===== config.mk =====
export PLATFORM = sky130hd
export DESIGN_NAME = matrix_tx_formatter
export DESIGN_NICKNAME = d
export VERILOG_FILES = /design/src/rtl/matrix_tx_formatter.sv
export SDC_FILE = /design/constraint.sdc
export NUM_CORES = 1
export LEC_CHECK = 0
export BUFFER_PORTS_ARGS = -buffer_cell sky130_fd_sc_hd__buf_2
export CORE_MARGIN = 4
export CORE_UTILIZATION = 53
export CTS_CLUSTER_DIAMETER = 80
export DETAILED_ROUTE_END_ITERATION = 8
export HOLD_SLACK_MARGIN = 0.15
export PLACE_DENSITY = 0.72
export SYNTH_ARGS = -nofsm -noshare
export SYNTH_HDL_FRONTEND = slang
export SYNTH_SLANG_ARGS = --single-unit
export TNS_END_PERCENT = 50

===== constraint.sdc =====
create_clock -name clk -period 4.2 [get_ports clk]
set_input_delay 0.84 -clock clk [delete_from_list [all_inputs] [get_ports clk]]
set_output_delay 0.84 -clock clk [all_outputs]
set_load 0.02 [all_outputs]

===== src/rtl/matrix_tx_formatter.sv =====
// Streams an M x N matrix from memory as decimal ASCII rows ("a b c\r\n") to a byte UART.
// Each byte waits for tx_busy low, pulses tx_start once, then waits out the transmitter.
module matrix_tx_formatter #(
  parameter int ADDR_W  = 9,
  parameter int DATA_W  = 32,
  parameter int MAX_DIM = 5
) (
  input  logic              clk,
  input  logic              rst_n,
  input  logic              start,
  input  logic [ADDR_W-1:0] base_addr,
  input  logic [2:0]        dim_m,
  input  logic [2:0]        dim_n,
  output logic              rd_en,
  output logic [ADDR_W-1:0] rd_addr,
  input  logic [DATA_W-1:0] rd_data,
  output logic [7:0]        tx_data,
  output logic              tx_start,
  input  logic              tx_busy,
  output logic              busy,
  output logic              done,
  output logic              err_dim
);

  typedef enum logic [3:0] {
    S_IDLE, S_RD_REQ, S_RD_WAIT, S_CONV, S_SEP, S_SEND, S_GUARD, S_WAIT, S_DONE
  } state_t;

  localparam logic [2:0] MAX_D = 3'(MAX_DIM);

  state_t             state_q, state_nxt, ret_q, ret_nxt;
  logic [DATA_W-1:0]  val_q, val_nxt, p10;
  logic [3:0]         k_q, k_nxt, digit_q, digit_nxt;
  logic               nz_q, nz_nxt, lf_q, lf_nxt, err_q, err_nxt;
  logic [2:0]         r_q, r_nxt, c_q, c_nxt, m_q, m_nxt, n_q, n_nxt;
  logic [ADDR_W-1:0]  addr_q, addr_nxt;
  logic [7:0]         tx_data_q, tx_data_nxt;
  logic               dims_ok;

  function automatic logic [DATA_W-1:0] pow10(input logic [3:0] k);
    case (k)
      4'd1:    pow10 = DATA_W'(64'd10);
      4'd2:    pow10 = DATA_W'(64'd100);
      4'd3:    pow10 = DATA_W'(64'd1000);
      4'd4:    pow10 = DATA_W'(64'd10000);
      4'd5:    pow10 = DATA_W'(64'd100000);
      4'd6:    pow10 = DATA_W'(64'd1000000);
      4'd7:    pow10 = DATA_W'(64'd10000000);
      4'd8:    pow10 = DATA_W'(64'd100000000);
      4'd9:    pow10 = DATA_W'(64'd1000000000);
      default: pow10 = DATA_W'(64'd1);
    endcase
  endfunction

  assign p10      = pow10(k_q);
  assign dims_ok  = (dim_m != 3'd0) && (dim_m <= MAX_D) && (dim_n != 3'd0) && (dim_n <= MAX_D);
  assign rd_addr  = addr_q;
  assign tx_data  = tx_data_q;
  assign busy     = (state_q != S_IDLE) && (state_q != S_DONE);

  always_ff @(posedge clk or negedge rst_n) begin
    if (!rst_n) begin
      state_q   <= S_IDLE;
      ret_q     <= S_IDLE;
      val_q     <= '0;
      k_q       <= '0;
      digit_q   <= '0;
      nz_q      <= 1'b0;
      lf_q      <= 1'b0;
      err_q     <= 1'b0;
      r_q       <= '0;
      c_q       <= '0;
      m_q       <= '0;
      n_q       <= '0;
      addr_q    <= '0;
      tx_data_q <= '0;
    end else begin
      state_q   <= state_nxt;
      ret_q     <= ret_nxt;
      val_q     <= val_nxt;
      k_q       <= k_nxt;
      digit_q   <= digit_nxt;
      nz_q      <= nz_nxt;
      lf_q      <= lf_nxt;
      err_q     <= err_nxt;
      r_q       <= r_nxt;
      c_q       <= c_nxt;
      m_q       <= m_nxt;
      n_q       <= n_nxt;
      addr_q    <= addr_nxt;
      tx_data_q <= tx_data_nxt;
    end
  end

  always_comb begin
    state_nxt   = state_q;
    ret_nxt     = ret_q;
    val_nxt     = val_q;
    k_nxt       = k_q;
    digit_nxt   = digit_q;
    nz_nxt      = nz_q;
    lf_nxt      = lf_q;
    err_nxt     = err_q;
    r_nxt       = r_q;
    c_nxt       = c_q;
    m_nxt       = m_q;
    n_nxt       = n_q;
    addr_nxt    = addr_q;
    tx_data_nxt = tx_data_q;
    rd_en       = 1'b0;
    tx_start    = 1'b0;
    done        = 1'b0;
    err_dim     = 1'b0;

    case (state_q)
      S_IDLE: begin
        if (start) begin
          m_nxt     = dim_m;
          n_nxt     = dim_n;
          addr_nxt  = base_addr;
          r_nxt     = '0;
          c_nxt     = '0;
          lf_nxt    = 1'b0;
          err_nxt   = !dims_ok;
          state_nxt = dims_ok ? S_RD_REQ : S_DONE;
        end
      end
      S_RD_REQ: begin
        rd_en     = 1'b1;
        state_nxt = S_RD_WAIT;
      end
      S_RD_WAIT: begin
        // Row-major storage makes every element address a simple increment.
        val_nxt   = rd_data;
        k_nxt     = 4'd9;
        digit_nxt = '0;
        nz_nxt    = 1'b0;
        addr_nxt  = addr_q + ADDR_W'(1);
        state_nxt = S_CONV;
      end
      S_CONV: begin
        if (val_q >= p10) begin
          val_nxt   = val_q - p10;
          digit_nxt = digit_q + 4'd1;
        end else if ((digit_q != 4'd0) || nz_q || (k_q == 4'd0)) begin
          tx_data_nxt = 8'h30 + {4'h0, digit_q};
          nz_nxt      = 1'b1;
          digit_nxt   = '0;
          state_nxt   = S_SEND;
          if (k_q == 4'd0) begin
            ret_nxt = S_SEP;
          end else begin
            ret_nxt = S_CONV;
            k_nxt   = k_q - 4'd1;
          end
        end else begin
          k_nxt = k_q - 4'd1;
        end
      end
      S_SEP: begin
        state_nxt = S_SEND;
        if (lf_q) begin
          tx_data_nxt = 8'h0A;
          lf_nxt      = 1'b0;
          c_nxt       = '0;
          r_nxt       = r_q + 3'd1;
          ret_nxt     = (r_q == m_q - 3'd1) ? S_DONE : S_RD_REQ;
        end else if (c_q == n_q - 3'd1) begin
          tx_data_nxt = 8'h0D;
          lf_nxt      = 1'b1;
          ret_nxt     = S_SEP;
        end else begin
          tx_data_nxt = 8'h20;
          c_nxt       = c_q + 3'd1;
          ret_nxt     = S_RD_REQ;
        end
      end
      S_SEND: begin
        if (!tx_busy) begin
          tx_start  = 1'b1;
          state_nxt = S_GUARD;
        end
      end
      // One blind cycle: the transmitter may raise busy a cycle after tx_start.
      S_GUARD: state_nxt = S_WAIT;
      S_WAIT: begin
        if (!tx_busy) state_nxt = ret_q;
      end
      S_DONE: begin
        done      = 1'b1;
        err_dim   = err_q;
        state_nxt = S_IDLE;
      end
      default: state_nxt = S_IDLE;
    endcase
  end

endmodule

==> impl_results.md <==
- Status: finished clean
- CP delay by family, top: compound AO/OA/AOI/OAI gates
- Setup violations, final: 0
- Initial antenna violation count: 0
- Storage cell area: 1950 sq um
- Crit Path Class: reg2reg
- Hold Startpoint: nz_q
- WL/cell: 16.7 um
- Root buffer cell: clkbuf_8
- Fin nets: 866
- Inserted Clock Buffers: 9
- Top_reg_cell synth: dfrtp_1
- Hold buffer count at CTS: 0
- Die area: 12900 sq um
- Async S/R FF share, synth: 1.00
- CP required: 4.45 ns
- RSZ-0062 raised after global routing: no
- Buffers on Ports: 70
- Via count: 5502
- Post-Syn Instances: 716
- Fmax: 262 MHz
- #FFs+latches synth: 78
- FP Rows: 38
- Syn avg cell area: 8.22 sq um
- Crit-path slowest cell: dfrtp_1
- Most frequent cell after synthesis: nand2_1
- Fin crit share: 0.907
- Die W: 113 um
- Io pins: 73
- Worst slew margin: 0.312
- Worst hold path stage count: 2
- Die height: 113 um
- Top cell type's share of synthesized area: 0.332
- Initial core utilization: 0.543
- Maximum root-to-sink buffer count: 2
- Router iterations before antenna repair: 5
- Core Util, Final: 0.602
- RePlAce Congestion: 0.930
- Iter 0 DRT Violations: 288
- FF-to-FF Start: k_q[0]
- GRT overflow: 0
- Buffers plus inverters on the worst setup path: 1
- Setup slack, reg-to-reg: 0.39 ns
- Overall Global Routing Usage: 0.248
- Slew Limit Fails: 0
- Synth Cell Area: 5890 sq um
- Clock Skew: 0.0169 ns
- Clock Latency Late Sink: 0.38 ns
- Post-CTS Setup Repair Bufs: 0
- Post-synthesis cell type with the largest combined area: dfrtp_1
- Final Critical Period: 3.81 ns
- Synth cell count leaders: nand2_1 (85), dfrtp_1 (78), a21oi_1 (72), nor2_1 (62), ha_1 (44)
- Max Cap Violations: 0
- Vias in the first global route: 5368
- Final Hold Viols: 0
- CP endpoint kind: register
- First-pass GRT wire length: 25900 um
- Reg clk slew, reported paths: 0.09 ns
- Setup TNS: 0 ns
- Worst path cell trace: inv_1, ha_1, nand2_1, nand2_1, ha_1, fa_1, nor2b_1, o21ai_1, a21oi_2, o311a_1, o21ai_1, o41ai_1, mux2i_1, a31oi_1
- Max stage delay on crit path: 0.49 ns
- CP max FO: 9
- Hold WC Path Type: reg2reg
- Routed Antenna Nets: 0
- Total wire length: 15300 um
- Fillers: 994
- Multi-input gate area: 3690 sq um
- Vias/cell: 6.01
- Growth of design area from synthesis to finish: 10.8%
- Antenna diodes: 0
- Crit path arrival time: 4.06 ns
- Largest net degree at the start of global routing: 79
- Worst Tran Pin Value: 1.02 ns
- DRC: 0
- Reg2reg end: val_q[30]
- Core ar.: 10800 sq um
- CP Launch Type: register
- CTS tree: built
- # H-tree levels: 3
- Post-DP HPWL: 11300 um
- Layout cell share with drive strength beyond 1: 0.159
- Clock Sinks: 78
- Post-synth EDFFs: 0
- Hold EP: nz_q
- Yosys warning count: 0
- Synth area leaders: dfrtp_1 (33%), ha_1 (9.4%), a21oi_1 (6.1%)
- Worst Reg-to-Reg Cells: 14
- Seq/Total Area, Yosys: 0.332
- Post-CTS Resized: 0
- Number of library cell types mapped by synthesis: 75
-- tightest hold or removal path: stages, from the launching register on --
cell,delay [ns]
dfrtp_1,0.35
a31oi_1,0.04
nor2_1,0.07
-- flip-flops by register name, summed over array words and instances (netlist names) --
name	cells
tx_data	6
m_q	3
c_q	3
digit_q	4
err_q	1
nz_q	1
k_q	4
ret_q	4
lf_q	1
n_q	3
state_q	4
val_q	32
r_q	3
rd_addr	9
-- layout by cell type (no fill, tap or decap), types with 11 or more instances in the layout --
master / n
nor2_1: 61
clkbuf_8: 11
buf_2: 69
a21oi_1: 72
inv_1: 25
o21ai_0: 29
a21o_1: 15
nand3_1: 29
o21ai_1: 25
mux2i_1: 11
xnor2_1: 16
ha_1: 44
nor3_1: 23
dfrtp_1: 78
nand2_1: 85
a31oi_1: 15
-- metrics by stage --
stage | setup WS (ns) | cell area [sq um] | hold slack (ns) | std cells
floorplan | 1.00 | 5890 | 0.456 | 717
global placement | 0.525 | 6310 | 0.471 | 899
detailed placement | 0.442 | 6310 | 0.484 | 899
CTS | 0.428 | 6520 | 0.504 | 915
global route | 0.0493 | 6520 | 0.530 | 915
finish | 0.390 | 6520 | 0.501 | 915
-- routing by layer --
metal,vias to the layer above,part of all wire,global-route usage
met5,-,0,0
met4,0,0.026,0.104
met3,33,0.063,0.0419
met2,177,0.47,0.408
met1,2576,0.44,0.324
li1,2716,-,-
-- kinds of logic (layout without fill, tap and decap cells) --
group	count (synthesis)	in the layout	share of synthesized area
and+or+nand+nor	266	266	0.219
AOI/OAI and AO/OA	231	231	0.254
DFF	78	78	0.332
buffers and inverters	59	117	0.0421
adders and majority gates	45	45	0.0969
xor gates and xnor gates	25	25	0.0372
muxes	11	11	0.0187
other	1	2	0.000637
-- worst max path at each step --
stage,from,end,cells after the start
after floorplan,k_q[0],val_q[26],15
after global placement,k_q[0],val_q[30],14
after detailed placement,k_q[0],val_q[30],14
after CTS,k_q[0],val_q[30],14
after global routing,k_q[3],k_q[2],11
final,k_q[0],val_q[30],14
-- cell type report --
cell class	instances	share of cell area
Inverter	25	0.0144
Clock buffer	12	0.0238
Timing Repair Buffer	76	0.0610
Sequential cell	78	0.299
Tap cell	140	0.0269
Multi-Input combinational cell	580	0.566
Clock inverter	4	0.00844
Power is left out: the tool's default activity adds up to more than one toggle a clock period on the data nets, which glitch-free logic cannot reach.
